[src/rtl/alu_core_if.sv]
// rtl/alu_core_if.sv - signal bundle between a requester and the alu_core datapath
//
// Purpose:
//   Groups the enables, opcodes, operands and interrupt-clear that drive the
//   ALU, together with its registered result and sticky interrupt flag.
//   Clock and reset are kept outside the bundle as plain ports.
//
// Signals:
//   alu_enable    requester -> alu   global enable, 0 = no operation
//   alu_enable_a  requester -> alu   select mode A (logic ops)
//   alu_enable_b  requester -> alu   select mode B (logic/arithmetic ops)
//   alu_op_a      requester -> alu   2-bit mode A opcode
//   alu_op_b      requester -> alu   2-bit mode B opcode
//   alu_in_a      requester -> alu   operand A
//   alu_in_b      requester -> alu   operand B
//   alu_irq_clr   requester -> alu   clear the sticky interrupt flag
//   alu_out       alu -> requester   registered result
//   alu_irq       alu -> requester   registered sticky interrupt flag

interface alu_core_if #(
  parameter int DATA_W = 8
);

  logic              alu_enable;
  logic              alu_enable_a;
  logic              alu_enable_b;
  logic [1:0]        alu_op_a;
  logic [1:0]        alu_op_b;
  logic [DATA_W-1:0] alu_in_a;
  logic [DATA_W-1:0] alu_in_b;
  logic              alu_irq_clr;
  logic [DATA_W-1:0] alu_out;
  logic              alu_irq;

  // Requester side: drives the request, observes result and flag.
  modport master (
    output alu_enable,
    output alu_enable_a,
    output alu_enable_b,
    output alu_op_a,
    output alu_op_b,
    output alu_in_a,
    output alu_in_b,
    output alu_irq_clr,
    input  alu_out,
    input  alu_irq
  );

  // ALU side: consumes the request, produces result and flag.
  modport slave (
    input  alu_enable,
    input  alu_enable_a,
    input  alu_enable_b,
    input  alu_op_a,
    input  alu_op_b,
    input  alu_in_a,
    input  alu_in_b,
    input  alu_irq_clr,
    output alu_out,
    output alu_irq
  );

endinterface

[src/rtl/alu_core.sv]
// rtl/alu_core.sv - registered two-mode logic/arithmetic unit with sticky interrupt
//
// Purpose:
//   Executes one operation per clock when enabled with exactly one mode
//   selected. Mode A performs AND/NAND/OR/XOR; mode B performs
//   XNOR/NOR/ADD/SUB. Each opcode has an interrupt cause (a specific result
//   pattern, carry-out or borrow) that sets a sticky flag, cleared by
//   alu_irq_clr. Result and flag are the only state; both are registered.
//
// Ports:
//   alu_clk    input   system clock, rising-edge active
//   alu_rst_n  input   asynchronous reset, ACTIVE-HIGH despite the name
//   bus        slave   alu_core_if bundle (enables, opcodes, operands,
//                      irq clear in; alu_out, alu_irq out)

module alu_core #(
  parameter int DATA_W = 8
) (
  input  logic        alu_clk,
  input  logic        alu_rst_n,
  alu_core_if.slave   bus
);

  // Mode A opcodes
  localparam logic [1:0] OP_A_AND  = 2'b00;
  localparam logic [1:0] OP_A_NAND = 2'b01;
  localparam logic [1:0] OP_A_OR   = 2'b10;
  localparam logic [1:0] OP_A_XOR  = 2'b11;

  // Mode B opcodes
  localparam logic [1:0] OP_B_XNOR = 2'b00;
  localparam logic [1:0] OP_B_NOR  = 2'b01;
  localparam logic [1:0] OP_B_ADD  = 2'b10;
  localparam logic [1:0] OP_B_SUB  = 2'b11;

  // Result patterns that raise an interrupt cause for the logic ops.
  localparam logic [DATA_W-1:0] IRQ_AND  = DATA_W'(8'hFF);
  localparam logic [DATA_W-1:0] IRQ_NAND = DATA_W'(8'h00);
  localparam logic [DATA_W-1:0] IRQ_OR   = DATA_W'(8'hF8);
  localparam logic [DATA_W-1:0] IRQ_XOR  = DATA_W'(8'h83);
  localparam logic [DATA_W-1:0] IRQ_XNOR = DATA_W'(8'hF1);
  localparam logic [DATA_W-1:0] IRQ_NOR  = DATA_W'(8'hF4);

  logic [DATA_W-1:0] in_a;
  logic [DATA_W-1:0] in_b;
  logic              mode_a;
  logic              mode_b;
  logic              op_fire;

  logic [DATA_W:0]   sum_ext;
  logic [DATA_W-1:0] diff;
  logic              borrow;

  logic [DATA_W-1:0] result;
  logic              cause;

  logic [DATA_W-1:0] out_q;
  logic              irq_q;

  assign in_a = bus.alu_in_a;
  assign in_b = bus.alu_in_b;

  // Exactly one mode must be selected; both-or-neither is treated as a hold.
  assign mode_a  = bus.alu_enable_a & ~bus.alu_enable_b;
  assign mode_b  = bus.alu_enable_b & ~bus.alu_enable_a;
  assign op_fire = bus.alu_enable & (mode_a | mode_b);

  // Arithmetic: carry is the extra top bit of the widened sum; borrow is
  // simply an unsigned compare, which avoids a second widened subtractor.
  assign sum_ext = {1'b0, in_a} + {1'b0, in_b};
  assign diff    = in_a - in_b;
  assign borrow  = (in_a < in_b);

  // Result and interrupt-cause decode. Only meaningful when op_fire is set;
  // otherwise the register below ignores both.
  always_comb begin
    result = '0;
    cause  = 1'b0;
    if (mode_a) begin
      case (bus.alu_op_a)
        OP_A_AND: begin
          result = in_a & in_b;
          cause  = (result == IRQ_AND);
        end
        OP_A_NAND: begin
          result = ~(in_a & in_b);
          cause  = (result == IRQ_NAND);
        end
        OP_A_OR: begin
          result = in_a | in_b;
          cause  = (result == IRQ_OR);
        end
        default: begin
          result = in_a ^ in_b;
          cause  = (result == IRQ_XOR);
        end
      endcase
    end else if (mode_b) begin
      case (bus.alu_op_b)
        OP_B_XNOR: begin
          result = ~(in_a ^ in_b);
          cause  = (result == IRQ_XNOR);
        end
        OP_B_NOR: begin
          result = ~(in_a | in_b);
          cause  = (result == IRQ_NOR);
        end
        OP_B_ADD: begin
          result = sum_ext[DATA_W-1:0];
          cause  = sum_ext[DATA_W];
        end
        default: begin
          result = diff;
          cause  = borrow;
        end
      endcase
    end
  end

  // Result register: loads only on a fired op, otherwise holds.
  always_ff @(posedge alu_clk or posedge alu_rst_n) begin
    if (alu_rst_n) begin
      out_q <= '0;
    end else if (op_fire) begin
      out_q <= result;
    end
  end

  // Sticky interrupt. A new cause has priority over a clear at the same
  // edge so an event is never lost; the clear works even while disabled.
  always_ff @(posedge alu_clk or posedge alu_rst_n) begin
    if (alu_rst_n) begin
      irq_q <= 1'b0;
    end else if (op_fire && cause) begin
      irq_q <= 1'b1;
    end else if (bus.alu_irq_clr) begin
      irq_q <= 1'b0;
    end
  end

  assign bus.alu_out = out_q;
  assign bus.alu_irq = irq_q;

endmodule

[src/flat_wrapper.sv]
// flat-port wrapper written by rule: the top's interface ports become plain ports
module alu_core_flat 
#(
  parameter int DATA_W = 8
)
  (alu_clk, alu_rst_n, bus_alu_enable, bus_alu_enable_a, bus_alu_enable_b, bus_alu_op_a, bus_alu_op_b, bus_alu_in_a, bus_alu_in_b, bus_alu_irq_clr, bus_alu_out, bus_alu_irq);
  alu_core_if #(.DATA_W(DATA_W)) bus_i ();
  input  logic alu_clk;
  input  logic alu_rst_n;
  input wire logic [$bits(bus_i.alu_enable)-1:0] bus_alu_enable;
  input wire logic [$bits(bus_i.alu_enable_a)-1:0] bus_alu_enable_a;
  input wire logic [$bits(bus_i.alu_enable_b)-1:0] bus_alu_enable_b;
  input wire logic [$bits(bus_i.alu_op_a)-1:0] bus_alu_op_a;
  input wire logic [$bits(bus_i.alu_op_b)-1:0] bus_alu_op_b;
  input wire logic [$bits(bus_i.alu_in_a)-1:0] bus_alu_in_a;
  input wire logic [$bits(bus_i.alu_in_b)-1:0] bus_alu_in_b;
  input wire logic [$bits(bus_i.alu_irq_clr)-1:0] bus_alu_irq_clr;
  output wire logic [$bits(bus_i.alu_out)-1:0] bus_alu_out;
  output wire logic [$bits(bus_i.alu_irq)-1:0] bus_alu_irq;
  assign bus_i.alu_enable = bus_alu_enable;
  assign bus_i.alu_enable_a = bus_alu_enable_a;
  assign bus_i.alu_enable_b = bus_alu_enable_b;
  assign bus_i.alu_op_a = bus_alu_op_a;
  assign bus_i.alu_op_b = bus_alu_op_b;
  assign bus_i.alu_in_a = bus_alu_in_a;
  assign bus_i.alu_in_b = bus_alu_in_b;
  assign bus_i.alu_irq_clr = bus_alu_irq_clr;
  assign bus_alu_out = bus_i.alu_out;
  assign bus_alu_irq = bus_i.alu_irq;
  alu_core #(.DATA_W(DATA_W)) u_core (.alu_clk(alu_clk), .alu_rst_n(alu_rst_n), .bus(bus_i));
endmodule
[config.mk]
export PLATFORM = sky130hd
export DESIGN_NAME = alu_core_flat
export DESIGN_NICKNAME = d
export VERILOG_FILES = /design/src/rtl/alu_core_if.sv /design/src/rtl/alu_core.sv /design/src/flat_wrapper.sv
export SDC_FILE = /design/constraint.sdc
export NUM_CORES = 1
export LEC_CHECK = 0
export CAP_MARGIN = 5
export CORE_UTILIZATION = 25
export CTS_CLUSTER_SIZE = 30
export DETAILED_ROUTE_END_ITERATION = 10
export GPL_TIMING_DRIVEN = 0
export PLACE_DENSITY = 0.53
export SYNTH_ARGS = -nofsm -noshare
export SYNTH_HDL_FRONTEND = slang
export SYNTH_SLANG_ARGS = --single-unit
[constraint.sdc]
create_clock -name alu_clk -period 1.95 [get_ports alu_clk]
set_input_delay 0.195 -clock alu_clk [delete_from_list [all_inputs] [get_ports alu_clk]]
set_output_delay 0.195 -clock alu_clk [all_outputs]
set_load 0.005 [all_outputs]
**Yosys cells after proc, flatten, opt, wreduce, memory -nomap -nowiden**

Index checks and enable logic that the tools add are counted.

- Bits in registers: 9
- Bits of input ports: 26
- Output and inout bits: 9
- Logic and storage cells: 41

- Add/subtract/negate cells: 2
- Order comparisons: 1
- Equality and inequality tests: 9
- Muxes and demuxes: 10
- Bitwise operators: 12
- Reductions and logical operators: 5

Operator list:

| operator | number |
|---|---|
| case mux 8 bit (3 select lines) | 2 |
| equality test 8 bit (second input constant) | 5 |
| NOT 8 bit | 3 |
| two-way mux 8 bit | 2 |
| adder 8 x 8 -> 9 bit | 1 |
| bitwise AND 8 bit | 1 |
| zero test 8 bit | 1 |
| less-than comparator 8 bit | 1 |
| OR 8 bit | 1 |
| subtractor 8 bit | 1 |
| bitwise XOR 8 bit | 1 |
| case mux 1 bit (3 select lines) | 2 |
| equality test 2 x 1 -> 1 bit (second input constant) | 2 |
| equality test 2 bit (second input constant) | 2 |
| zero test 2 bit | 2 |
| two-way mux 1 bit | 4 |
| bitwise AND 1 bit | 3 |
| NOT 1 bit | 2 |
| nonzero test 2 bit | 1 |
| logical AND 1 bit | 1 |
| OR 1 bit | 1 |

**Longest topological paths before layout**

- Depth after elaboration: 8
- Mapped depth: 9
- Gate-level depth less buffers: 9

**Worst setup path before layout**

OpenSTA, ideal clock, no wires.

- Path kind: input port to flip-flop
- Start point: input bus_alu_in_a[0]
- End point: register u_core.irq_q, in the netlist u_core.bus.alu_irq
- Setup time: 0.128 ns
- Arrival: 1.981 ns
- Data required time: 1.822 ns
- Setup slack: -0.159 ns
- Stages on the path: 9
- Path buffers: 0
- Path through: inv_1 ha_1 inv_1 fa_1 or3b_4 and3_4 or4_4 a221oi_2 o32ai_1

- Word-level cells in the longest chain between the ends: 8
- Elaborated cells between the ends (all ways): 21
- Those cells by class: 1 x add/sub; 1 x order compare; 5 x eq/ne; 5 x mux; 6 x bitwise; 3 x reduce/logical

Ends and longest elaborated chain:

| element | line | RTL |
|---|---|---|
| from (decl) | flat_wrapper.sv:15 | `input wire logic [$bits(bus_i.alu_in_a)-1:0] bus_alu_in_a;` |
| branches (longest 5 deep; another with adder 8 x 8 -> 9 bit) | -- |  |
| two-way mux 1 bit (*) | alu_core.sv:79 | `if (mode_a) begin` |
| logical AND 1 bit (*) | alu_core.sv:134 | `end else if (op_fire && cause) begin` |
| two-way mux 1 bit / nonzero test 2 bit (equally long branches) | -- |  |
| to (signal assigned) | alu_core.sv:133 | `irq_q <= 1'b0;` |
| to (signal assigned) | alu_core.sv:135 | `irq_q <= 1'b1;` |
| to (signal assigned) | alu_core.sv:137 | `irq_q <= 1'b0;` |
| to (decl) | alu_core.sv:58 | `logic irq_q;` |

Every way passes the cells marked *.
A chain may end at the register's enable or synchronous reset.

**Final worst setup path**

Ends and elaborated chain as after synthesis.

==> flow_summary.yaml <==
clocking:
  cts_made_buffers: 3
  cts.clk_slew.worst_paths_ns: 0.04
  cts_tree: "done"
  clk_latency_ns: 0.22
  htree_levels: 1
  root_buffer: "clkbuf_8"
  hold_buffers: 0
  cts.sinks: 9
  clockBufferDepth: 2
timing:
  fmax_mhz: 493.1
  rsz0062_at_grt: "true"
  maxSlewHeadroom_pct: 63.11
  hold_violations: 0
  finalWorstSetupSlack_ns: -0.07780
  worst_slew_pin_slew_ns: 0.5533
  slew_viol_final: 0
  fin_crit_sh_pct: 104.0
  finalSetupViolations: 2
  layout_min_cycle_time_ns: 2.028
  worst_clock_skew_ns: 0
detailed_routing:
  initialDrtViolationCount: 116
  dr_total_vias: 2047
  drtPass1Iterations: 4
  vias_per_cell: 4.993
  wirelength_um: 6282
  drc_errors: 0
  detail_route.wl_per_cell_um: 15.32
  ant_nets: 0
final_layout:
  fill_cells: 790
  syn2layout_area_growth_pct: 37.42
  antenna_cells: 0
  drive_gt1_share_pct: 20.26
  nNetsFinal: 366
  fin_util_pct: 36.35
  multi_input_area_mm2: 0.001695
  regArea_um2: 225.2
global_routing:
  gr-total-overflow: 0
  grt_max_degree: 11
  grt_pass1_vias: 2028
  grt_use_total_pct: 15.49
  antenna_found_initial: 0
  grt_pass1_wl_um: 10340
job:
  max-cap-violations: 0
yosys:
  synthCells: 266
  yosysWarnings: 0
  syn_area_mm2: 0.001959
  async_flop_share_pct: 100.0
  synth_nets: 320
  syn_area_per_cell_um2: 7.366
  ys_seq_area_share_pct: 11.49
  ys.flop_type: "dfrtp_1"
  synth-edff-count: 0
  ys_ff_latch: 9
  ys_types: 60
worst_setup_path:
  critPathLaunchType: "input pin"
  ff2ff_setup_slack_ns: 1.24
  path_class: "in2reg"
  r2r-end: "u_core.bus.alu_out[7]$_DFFE_PP0P_"
  rr_startpoint: "u_core.bus.alu_out[7]$_DFFE_PP0P_"
  cp.arrival_ns: 2.13
  end_kind: "flop"
  rr_worst_depth: 2
  crit_fanout: 2
  critPathRequiredTime_ns: 2.05
hold_path:
  worstHoldPathType: "in2async"
floorplan:
  io_pins: 35
  rows: 31
  fp.coreArea_mm2: 0.007408
  die_h_um: 90.53
  fp.dieW_um: 90.53
  start_util_pct: 26.45
  die_area_mm2: 0.008196
place:
  place_congestion: 0.8998
  dp_hpwl_um: 4923
  io_buffer_count: 30
  dp_slack_ns: -0.9576
pwr:
  ir_worst_vdd_v: 0.0001475
  total_leakage_power_nw: 1.131
  cellPowerDensity_mw_per_mm2: 416.9
status:
  violations: "negative setup slack"
  status: "complete, but fails checks"
-- cell usage after synthesis, types with 3 or more instances --
cell type / count / share of area [%]
a21oi_1: 14 / 3.6
nand4_1: 4 / 1.3
o211ai_1: 8 / 3.1
nor2b_1: 6 / 1.9
ha_1: 26 / 17
a221oi_1: 3 / 1.3
clkbuf_1: 13 / 2.5
mux2_2: 4 / 2.3
nand3_1: 5 / 1.3
o21ai_0: 6 / 1.5
dfrtp_1: 9 / 11
a211o_1: 3 / 1.3
xnor2_1: 3 / 1.3
mux2i_1: 7 / 3.6
nand2_1: 15 / 2.9
a31oi_1: 6 / 1.9
nor3_1: 6 / 1.5
nand2b_1: 8 / 2.6
inv_1: 32 / 6.1
xor2_1: 7 / 3.1
nor2_1: 31 / 5.9
-- layout by cell type, fill, tap and decap left out, types with 6 or more instances in the layout --
cell,netlist,routed
clkdlybuf4s50_1,0,18
a21oi_1,14,14
nand2b_1,8,8
nor2_1,31,31
ha_1,26,18
buf_4,0,12
nor3_1,6,6
mux2i_1,7,7
o211ai_1,8,8
o21ai_0,6,6
clkbuf_1,13,11
a31oi_1,6,6
ha_4,0,6
xor2_1,7,7
dfrtp_1,9,9
nand2_1,15,15
inv_1,32,22
inv_2,2,11
-- how the worst max path moves through the flow --
stage,end,from,depth (start not counted),slack [ns]
2_1_floorplan,u_core.bus.alu_irq$_DFFE_PP0P_,bus_alu_in_a[0],9,-0.05
3_3_place_gp,u_core.bus.alu_out[6]$_DFFE_PP0P_,bus_alu_in_b[0],8,-0.90
3_5_place_dp,u_core.bus.alu_out[6]$_DFFE_PP0P_,bus_alu_in_b[0],8,-0.96
4_1_cts,u_core.bus.alu_irq$_DFFE_PP0P_,bus_alu_in_a[0],10,-0.14
5_1_grt,u_core.bus.alu_irq$_DFFE_PP0P_,bus_alu_in_a[0],10,-0.13
6_report,u_core.bus.alu_irq$_DFFE_PP0P_,bus_alu_in_a[0],10,-0.08
-- sequential cells by signal (all words and copies together) (netlist names) --
name	count
u_core.bus.alu_irq	1
u_core.bus.alu_out	8
-- critical path: stages --
cell and delay (ns):
buf_8 0.08, inv_4 0.03, ha_4 0.15, inv_2 0.05
fa_2 0.19, or3b_4 0.39, and3_4 0.16, or4_4 0.44
a221oi_4 0.33, o32ai_2 0.11
-- power by group --
part	switching [W]	internal, W
registers	0.0000165	0.000222
logic	0.000346	0.000332
clock network	0.0000635	0.000142
total	0.000426	0.000696
-- cell families (layout without fill, tap and decap cells) --
kind of cell | Yosys count | count (layout) | synth area share, %
simple gates | 87 | 87 | 22.61
compound gates | 70 | 70 | 25.74
buf+inv | 50 | 95 | 10.03
fa+ha+maj | 28 | 28 | 18.65
mux | 12 | 12 | 7.024
xor+xnor | 10 | 10 | 4.470
flops | 9 | 9 | 11.49
-- timing repair --
action | CTS | global route
setup buffers | 11 | 1
resized for setup | 55 | 15
pin swaps | 13 | 10
setup endpoints to repair | 8 | 6
-- cell type report --
type,instances,area share (%)
Buffer,15,2.695
Clock buffer,4,1.673
Inverter,34,4.833
Multi-Input combinational cell,207,62.96
Sequential cell,9,8.364
Tap cell,99,4.600
Timing Repair Buffer,42,14.87
-- metal layers --
metal  up-vias  share of wire (%)  GRT usage [%]
met3         6                5.5          1.768
met2        73                 46          25.57
met1       931                 47          21.14
met5         -                  0              0
met4         0                1.2          4.301
li1       1037                  -              -
-- per-stage QoR --
| step | hold WS, ns | power [W] | instances | TNS (ns) | instance area, um^2 |
|---|---|---|---|---|---|
| after floorplan | 0.02292 | 0.0006104 | 266 | -0.04914 | 1992 |
| after global placement | 0.4769 | 0.0008359 | 395 | -5.323 | 2416 |
| after detailed placement | 0.4757 | 0.0008379 | 395 | -5.362 | 2416 |
| after CTS | 0.2360 | 0.001106 | 409 | -0.2624 | 2654 |
| after global routing | 0.2715 | 0.001204 | 410 | -0.2229 | 2693 |
| final | 0.2231 | 0.001122 | 410 | -0.09487 | 2693 |
(Power assumes the default switching activity.)
